$ cat src/rtl/layer_sequencer_pkg.sv
// rtl/layer_sequencer_pkg.sv - layer codes and sequencer state encodings shared by the CNN layer scheduler
package layer_sequencer_pkg;

    localparam logic [3:0] NOLAYER = 4'h0;
    localparam logic [3:0] LAYER0  = 4'h1;
    localparam logic [3:0] LAYER1  = 4'h2;
    localparam logic [3:0] LAYER2  = 4'h3;
    localparam logic [3:0] LAYER3  = 4'h4;
    localparam logic [3:0] AFFINE  = 4'h5;

    typedef enum logic [2:0] {
        SEQ_IDLE    = 3'd0,
        SEQ_SETUP   = 3'd1,
        SEQ_CONV    = 3'd2,
        SEQ_BIAS    = 3'd3,
        SEQ_CAPTURE = 3'd4,
        SEQ_DONE    = 3'd5
    } seq_state_t;

endpackage

$ cat src/rtl/layer_sequencer_if.sv
// rtl/layer_sequencer_if.sv - host/engine/bias-stage signal bundle for the layer sequencer
interface layer_sequencer_if;

    logic       start;
    logic       abort;
    logic       conv_done;
    logic [3:0] cs_layer;
    logic       conv_start;
    logic       bias_load;
    logic       layer_valid;
    logic [2:0] layer_idx;
    logic       busy;
    logic       done;
    logic       err;

    modport master (
        output start, abort, conv_done,
        input  cs_layer, conv_start, bias_load, layer_valid, layer_idx, busy, done, err
    );

    modport slave (
        input  start, abort, conv_done,
        output cs_layer, conv_start, bias_load, layer_valid, layer_idx, busy, done, err
    );

endinterface

$ cat src/rtl/layer_sequencer_seq_watchdog.sv
// rtl/layer_sequencer_seq_watchdog.sv - CONV-state cycle counter flagging an unresponsive engine
module layer_sequencer_seq_watchdog #(
    parameter int TIMEOUT_CYC = 65535
) (
    input  logic clk,
    input  logic rst_n,
    input  logic i_enable,
    output logic o_expired
);

    localparam logic [15:0] LIMIT = 16'(TIMEOUT_CYC);

    logic [15:0] r_count;

    // Held at zero outside CONV, so the entry cycle of CONV always reads 0.
    always_ff @(posedge clk or negedge rst_n) begin
        if (!rst_n) begin
            r_count <= 16'd0;
        end else if (!i_enable) begin
            r_count <= 16'd0;
        end else if (r_count != LIMIT) begin
            r_count <= r_count + 16'd1;
        end
    end

    assign o_expired = i_enable && (r_count == LIMIT);

endmodule

$ cat src/rtl/layer_sequencer.sv
// rtl/layer_sequencer.sv - steps LAYER0..AFFINE through setup/conv/bias/capture; LAYER_SEQ_WATCHDOG_EN adds a CONV timeout
import layer_sequencer_pkg::*;

module layer_sequencer #(
    parameter int NUM_LAYERS  = 5,
    parameter int SETUP_CYC   = 2,
    parameter int TIMEOUT_CYC = 65535
) (
    input  logic              clk,
    input  logic              rst_n,
    layer_sequencer_if.slave  bus
);

    localparam logic [7:0] SETUP_LAST = 8'(SETUP_CYC - 1);
    localparam logic [2:0] LAST_IDX   = 3'(NUM_LAYERS - 1);

    seq_state_t  r_state;
    logic [3:0]  r_cs_layer;
    logic [2:0]  r_layer_idx;
    logic [7:0]  r_setup_cnt;
    logic        r_conv_start;
    logic        r_bias_load;
    logic        r_layer_valid;
    logic        r_busy;
    logic        r_done;
    logic        r_err;

    logic [2:0]  w_next_idx;
    logic [3:0]  w_next_code;
    logic        w_in_conv;
    logic        w_timeout;

    assign w_next_idx = r_layer_idx + 3'd1;
    assign w_in_conv  = (r_state == SEQ_CONV);

    always_comb begin
        w_next_code = NOLAYER;
        case (w_next_idx)
            3'd0:    w_next_code = LAYER0;
            3'd1:    w_next_code = LAYER1;
            3'd2:    w_next_code = LAYER2;
            3'd3:    w_next_code = LAYER3;
            3'd4:    w_next_code = AFFINE;
            default: w_next_code = NOLAYER;
        endcase
    end

`ifdef LAYER_SEQ_WATCHDOG_EN
    layer_sequencer_seq_watchdog #(
        .TIMEOUT_CYC (TIMEOUT_CYC)
    ) u_seq_watchdog (
        .clk       (clk),
        .rst_n     (rst_n),
        .i_enable  (w_in_conv),
        .o_expired (w_timeout)
    );
`else
    logic [15:0] w_unused_timeout;
    assign w_unused_timeout = 16'(TIMEOUT_CYC);
    assign w_timeout        = 1'b0;
`endif

    always_ff @(posedge clk or negedge rst_n) begin
        if (!rst_n) begin
            r_state       <= SEQ_IDLE;
            r_cs_layer    <= NOLAYER;
            r_layer_idx   <= 3'd0;
            r_setup_cnt   <= 8'd0;
            r_conv_start  <= 1'b0;
            r_bias_load   <= 1'b0;
            r_layer_valid <= 1'b0;
            r_busy        <= 1'b0;
            r_done        <= 1'b0;
            r_err         <= 1'b0;
        end else begin
            r_conv_start  <= 1'b0;
            r_bias_load   <= 1'b0;
            r_layer_valid <= 1'b0;
            r_done        <= 1'b0;
            if (bus.abort) begin
                r_state     <= SEQ_IDLE;
                r_cs_layer  <= NOLAYER;
                r_layer_idx <= 3'd0;
                r_setup_cnt <= 8'd0;
                r_busy      <= 1'b0;
            end else begin
                case (r_state)
                    SEQ_IDLE: begin
                        if (bus.start) begin
                            r_state     <= SEQ_SETUP;
                            r_cs_layer  <= LAYER0;
                            r_layer_idx <= 3'd0;
                            r_setup_cnt <= 8'd0;
                            r_busy      <= 1'b1;
                            r_err       <= 1'b0;
                        end
                    end
                    SEQ_SETUP: begin
                        if (r_setup_cnt == SETUP_LAST) begin
                            r_state      <= SEQ_CONV;
                            r_conv_start <= 1'b1;
                        end else begin
                            r_setup_cnt <= r_setup_cnt + 8'd1;
                        end
                    end
                    SEQ_CONV: begin
                        // r_conv_start is high only on the entry cycle, masking a stale conv_done.
                        if (bus.conv_done && !r_conv_start) begin
                            r_state     <= SEQ_BIAS;
                            r_bias_load <= 1'b1;
                        end else if (w_timeout) begin
                            r_state     <= SEQ_IDLE;
                            r_cs_layer  <= NOLAYER;
                            r_layer_idx <= 3'd0;
                            r_busy      <= 1'b0;
                            r_err       <= 1'b1;
                        end
                    end
                    SEQ_BIAS: begin
                        r_state       <= SEQ_CAPTURE;
                        r_layer_valid <= 1'b1;
                    end
                    SEQ_CAPTURE: begin
                        if (r_layer_idx < LAST_IDX) begin
                            r_state     <= SEQ_SETUP;
                            r_layer_idx <= w_next_idx;
                            r_cs_layer  <= w_next_code;
                            r_setup_cnt <= 8'd0;
                        end else begin
                            r_state    <= SEQ_DONE;
                            r_done     <= 1'b1;
                            r_cs_layer <= NOLAYER;
                        end
                    end
                    SEQ_DONE: begin
                        r_state     <= SEQ_IDLE;
                        r_layer_idx <= 3'd0;
                        r_busy      <= 1'b0;
                    end
                    default: begin
                        r_state     <= SEQ_IDLE;
                        r_cs_layer  <= NOLAYER;
                        r_layer_idx <= 3'd0;
                        r_busy      <= 1'b0;
                    end
                endcase
            end
        end
    end

    assign bus.cs_layer    = r_cs_layer;
    assign bus.conv_start  = r_conv_start;
    assign bus.bias_load   = r_bias_load;
    assign bus.layer_valid = r_layer_valid;
    assign bus.layer_idx   = r_layer_idx;
    assign bus.busy        = r_busy;
    assign bus.done        = r_done;
    assign bus.err         = r_err;

endmodule

$ cat src/flat_wrapper.sv
// flat-port wrapper written by rule: the top's interface ports become plain ports
module layer_sequencer_flat 
#(
    parameter int NUM_LAYERS  = 5,
    parameter int SETUP_CYC   = 2,
    parameter int TIMEOUT_CYC = 65535
)
  (clk, rst_n, bus_start, bus_abort, bus_conv_done, bus_cs_layer, bus_conv_start, bus_bias_load, bus_layer_valid, bus_layer_idx, bus_busy, bus_done, bus_err);
  layer_sequencer_if bus_i ();
  input  logic clk;
  input  logic rst_n;
  input wire logic [$bits(bus_i.start)-1:0] bus_start;
  input wire logic [$bits(bus_i.abort)-1:0] bus_abort;
  input wire logic [$bits(bus_i.conv_done)-1:0] bus_conv_done;
  output wire logic [$bits(bus_i.cs_layer)-1:0] bus_cs_layer;
  output wire logic [$bits(bus_i.conv_start)-1:0] bus_conv_start;
  output wire logic [$bits(bus_i.bias_load)-1:0] bus_bias_load;
  output wire logic [$bits(bus_i.layer_valid)-1:0] bus_layer_valid;
  output wire logic [$bits(bus_i.layer_idx)-1:0] bus_layer_idx;
  output wire logic [$bits(bus_i.busy)-1:0] bus_busy;
  output wire logic [$bits(bus_i.done)-1:0] bus_done;
  output wire logic [$bits(bus_i.err)-1:0] bus_err;
  assign bus_i.start = bus_start;
  assign bus_i.abort = bus_abort;
  assign bus_i.conv_done = bus_conv_done;
  assign bus_cs_layer = bus_i.cs_layer;
  assign bus_conv_start = bus_i.conv_start;
  assign bus_bias_load = bus_i.bias_load;
  assign bus_layer_valid = bus_i.layer_valid;
  assign bus_layer_idx = bus_i.layer_idx;
  assign bus_busy = bus_i.busy;
  assign bus_done = bus_i.done;
  assign bus_err = bus_i.err;
  layer_sequencer #(.NUM_LAYERS(NUM_LAYERS), .SETUP_CYC(SETUP_CYC), .TIMEOUT_CYC(TIMEOUT_CYC)) u_core (.clk(clk), .rst_n(rst_n), .bus(bus_i));
endmodule
$ cat config.mk
export PLATFORM = sky130hd
export DESIGN_NAME = layer_sequencer_flat
export DESIGN_NICKNAME = d
export VERILOG_FILES = /design/src/rtl/layer_sequencer_pkg.sv /design/src/rtl/layer_sequencer_if.sv /design/src/rtl/layer_sequencer_seq_watchdog.sv /design/src/rtl/layer_sequencer.sv /design/src/flat_wrapper.sv
export SDC_FILE = /design/constraint.sdc
export NUM_CORES = 1
export LEC_CHECK = 0
export CELL_PAD_IN_SITES_DETAIL_PLACEMENT = 0
export CELL_PAD_IN_SITES_GLOBAL_PLACEMENT = 2
export CORE_AREA = 5 5 65 67
export DETAILED_ROUTE_END_ITERATION = 6
export DIE_AREA = 0 0 70 72
export PLACE_DENSITY = 0.76
export SLEW_MARGIN = 40
export SYNTH_ARGS = -nofsm -noshare
export SYNTH_HDL_FRONTEND = slang
export SYNTH_SLANG_ARGS = --single-unit
$ cat constraint.sdc
create_clock -name clk -period 4.6 [get_ports clk]
set_input_delay 0.46 -clock clk [delete_from_list [all_inputs] [get_ports clk]]
set_output_delay 0.46 -clock clk [all_outputs]
set_load 0.03 [all_outputs]
==> impl_metrics.json <==
{
  "fin_crit_sh": 0.434,
  "postCtsHoldBufs": 0,
  "layout-drive-gt1-share": 0.121,
  "avgViaCountPerCell": 5.06,
  "powerDensity_nw_per_um2": 392,
  "fin_skew_ps": 14.2,
  "antenna_found_initial": 0,
  "grt_overflow": 0,
  "worstPathCellList": "clkdlybuf4s50_1",
  "antenna_violating_nets_post_route": 0,
  "io_pins": 18,
  "syn_to_final_growth_pct": 18.4,
  "async_flop_share": 1.00,
  "setup_viol": 0,
  "cp_top_family": "buffers and inverters",
  "synthCells": 118,
  "slew_headroom": 0.609,
  "ys_seq_elements": 22,
  "cap_viol_max_count": 0,
  "post_synth_fa_ha_maj_area_fraction": 0.0514,
  "drv_slew": 0,
  "gp_congestion": 0.773,
  "max_stage_delay_ps": 720,
  "dp.final_hpwl_mm": 1.72,
  "htree_levels": 1,
  "final_cell_area_um2": 1440,
  "cts_sinks": 22,
  "status": "finished clean",
  "finalHoldViolations": 0,
  "clockRootBuffer": "clkbuf_4",
  "end_kind": "output pin",
  "ys_seq_area_frac": 0.453,
  "rr_worst_depth": 6,
  "grt_usage": 0.109,
  "grt_max_degree": 23,
  "syn_area_um2": 1220,
  "cts.clk_slew.worst_paths_ps": 140,
  "worstSetupPathType": "reg2out",
  "max_freq_mhz": 501,
  "arrival_ps": 1540,
  "grt_pass1_wl_mm": 4.42,
  "tritoncts": "built",
  "drc": 0,
  "hold_class": "in2async",
  "core_um2": 3580,
  "drt_iter0_drc": 48,
  "cp_data_required_time_ps": 4140,
  "antenna_cells": 0,
  "synth_compound_area_frac": 0.189,
  "num_vias": 910,
  "min_period_ps": 2000,
  "post_cts_resized": 0,
  "fin_nets": 143,
  "synth_top_family_by_area": "simple AND/OR/NAND/NOR gates",
  "grt_pass1_vias": 918,
  "fin_setup_tns_ps": 0,
  "die_x_um": 70,
  "finalPower_mw": 0.564,
  "clk_latency_ps": 310,
  "yosysWarnings": 0,
  "drtPass1Iterations": 4,
  "totalWireLength_mm": 2.49,
  "dieArea_um2": 5040,
  "cts_setup_buffers": 0,
  "dpl_cell_area_um2": 1390,
  "synth_top_flop_cell": "dfrtp_1",
  "synth_enable_flop_cells": 0,
  "post_drt_wl_per_cell_um": 13.8,
  "path_buf_inv": 1,
  "worstReg2RegEnd": "u_core.bus.cs_layer[0]$_DFFE_PN0P_",
  "r2r_start": "u_core.bus.layer_idx[0]$_DFFE_PN0P_",
  "row_count": 22,
  "ys_types": 41,
  "path_max_fanout": 9,
  "peakVddDrop_mv": 0.184,
  "cts_max_path_buffers": 2,
  "portBuffers": 15,
  "avgSynthCellArea_um2": 10.3,
  "cp-start-kind": "register",
  "leakage_nw": 0.673,
  "cp-startpoint": "u_core.bus.layer_idx[2]$_DFFE_PN0P_",
  "synth_xor_area_frac": 0,
  "yosys-mux-area-fraction": 0.0278,
  "fp.dieH_um": 72,
  "yosys.area_share.simple": 0.226,
  "slowest_stage": "clkdlybuf4s50_1",
  "initial_utilization": 0.340,
  "reg2reg_slack_ps": 2690,
  "worst_pin_slew_ps": 585,
  "rsz0062_at_grt": "no",
  "holdWs_ps": 91.7,
  "finalCoreUtilization": 0.402,
  "cts_made_buffers": 3
}
where the power goes:
part	switching [mW]	internal (mW)	leakage (nW)
combinational	0.0916	0.0706	0.343
clock	0.0614	0.0881	0.0279
sequential	0.0374	0.215	0.301
total	0.190	0.374	0.673
metrics by stage:
step,worst slack [ps],instances
floorplan,2670,119
global placement,2360,176
detailed placement,2330,176
CTS,2570,180
global route,2490,180
finish,2600,180
how the worst max path moves through the flow:
stage,to,slack (ps),depth (start not counted)
3_3_place_gp,u_core.r_setup_cnt[1]$_DFFE_PN0P_,2360,5
4_1_cts,bus_layer_idx[2],2570,1
6_report,bus_layer_idx[2],2600,1
3_5_place_dp,u_core.r_setup_cnt[1]$_DFFE_PN0P_,2330,5
2_1_floorplan,u_core.bus.cs_layer[0]$_DFFE_PN0P_,2670,6
5_1_grt,u_core.r_setup_cnt[2]$_DFFE_PN0P_,2490,5
layout make-up:
| class | instances | area [µm²] |
|---|---|---|
| repair buffers | 15 | 145 |
| well taps | 48 | 60.1 |
| inverters | 6 | 22.5 |
| flip-flops and latches | 22 | 551 |
| fillers | 365 | 2140 |
| clock inverters | 1 | 30.0 |
| clock buffers | 3 | 22.5 |
| multi-input cells | 85 | 609 |
cell families (layout without fill, tap and decap cells):
| group | count (synthesis) | after routing |
|---|---|---|
| AO/OA/AOI/OAI | 29 | 29 |
| adder cells (fa/ha/maj) | 5 | 5 |
| buffers and inverters | 12 | 25 |
| flip-flops | 22 | 22 |
| multiplexers | 3 | 3 |
| other | 1 | 2 |
| AND/OR/NAND/NOR | 46 | 46 |
state kept, by name, summed over array words and instances, names as in the netlist:
name,cells
u_core.bus.bias_load,1
u_core.bus.busy,1
u_core.bus.conv_start,1
u_core.bus.cs_layer,3
u_core.bus.done,1
u_core.bus.layer_idx,3
u_core.bus.layer_valid,1
u_core.r_setup_cnt,8
u_core.r_state,3
cells in the mapped netlist (2+ instances only):
master	number	area share
a211o_1	3	0.022
a21o_1	2	0.012
a21oi_1	4	0.016
a221o_1	2	0.016
a22o_1	3	0.022
and2_1	2	0.010
and3_1	5	0.026
buf_4	2	0.012
clkbuf_1	3	0.0093
dfrtp_1	22	0.45
ha_1	5	0.051
inv_1	6	0.019
mux2_2	3	0.028
nand2_1	7	0.022
nand2b_1	2	0.010
nand3_1	4	0.016
nor2_1	7	0.022
nor2b_1	2	0.010
nor3_1	6	0.025
nor3b_1	3	0.019
o21ai_0	2	0.0082
o21bai_1	3	0.019
o31ai_1	2	0.012
routing by layer:
metal | share of wire | global-route usage | vias to the layer above
met3 | 0.038 | 0.0388 | 2
met1 | 0.49 | 0.146 | 440
li1 | - | - | 456
met5 | 0 | 0 | -
met4 | 0.0084 | 0.0255 | 0
met2 | 0.46 | 0.170 | 12
cells in the final DEF (no fill, tap or decap), drive strengths merged, types with 4 or more instances in the layout:
cell type and count:
and3 6, a21oi 4, ha 5, dfrtp 22, nor2 7, clkdlybuf4s50 14
inv 6, nand3 4, nor3 7, nand2 7
(Power assumes the default switching activity.)
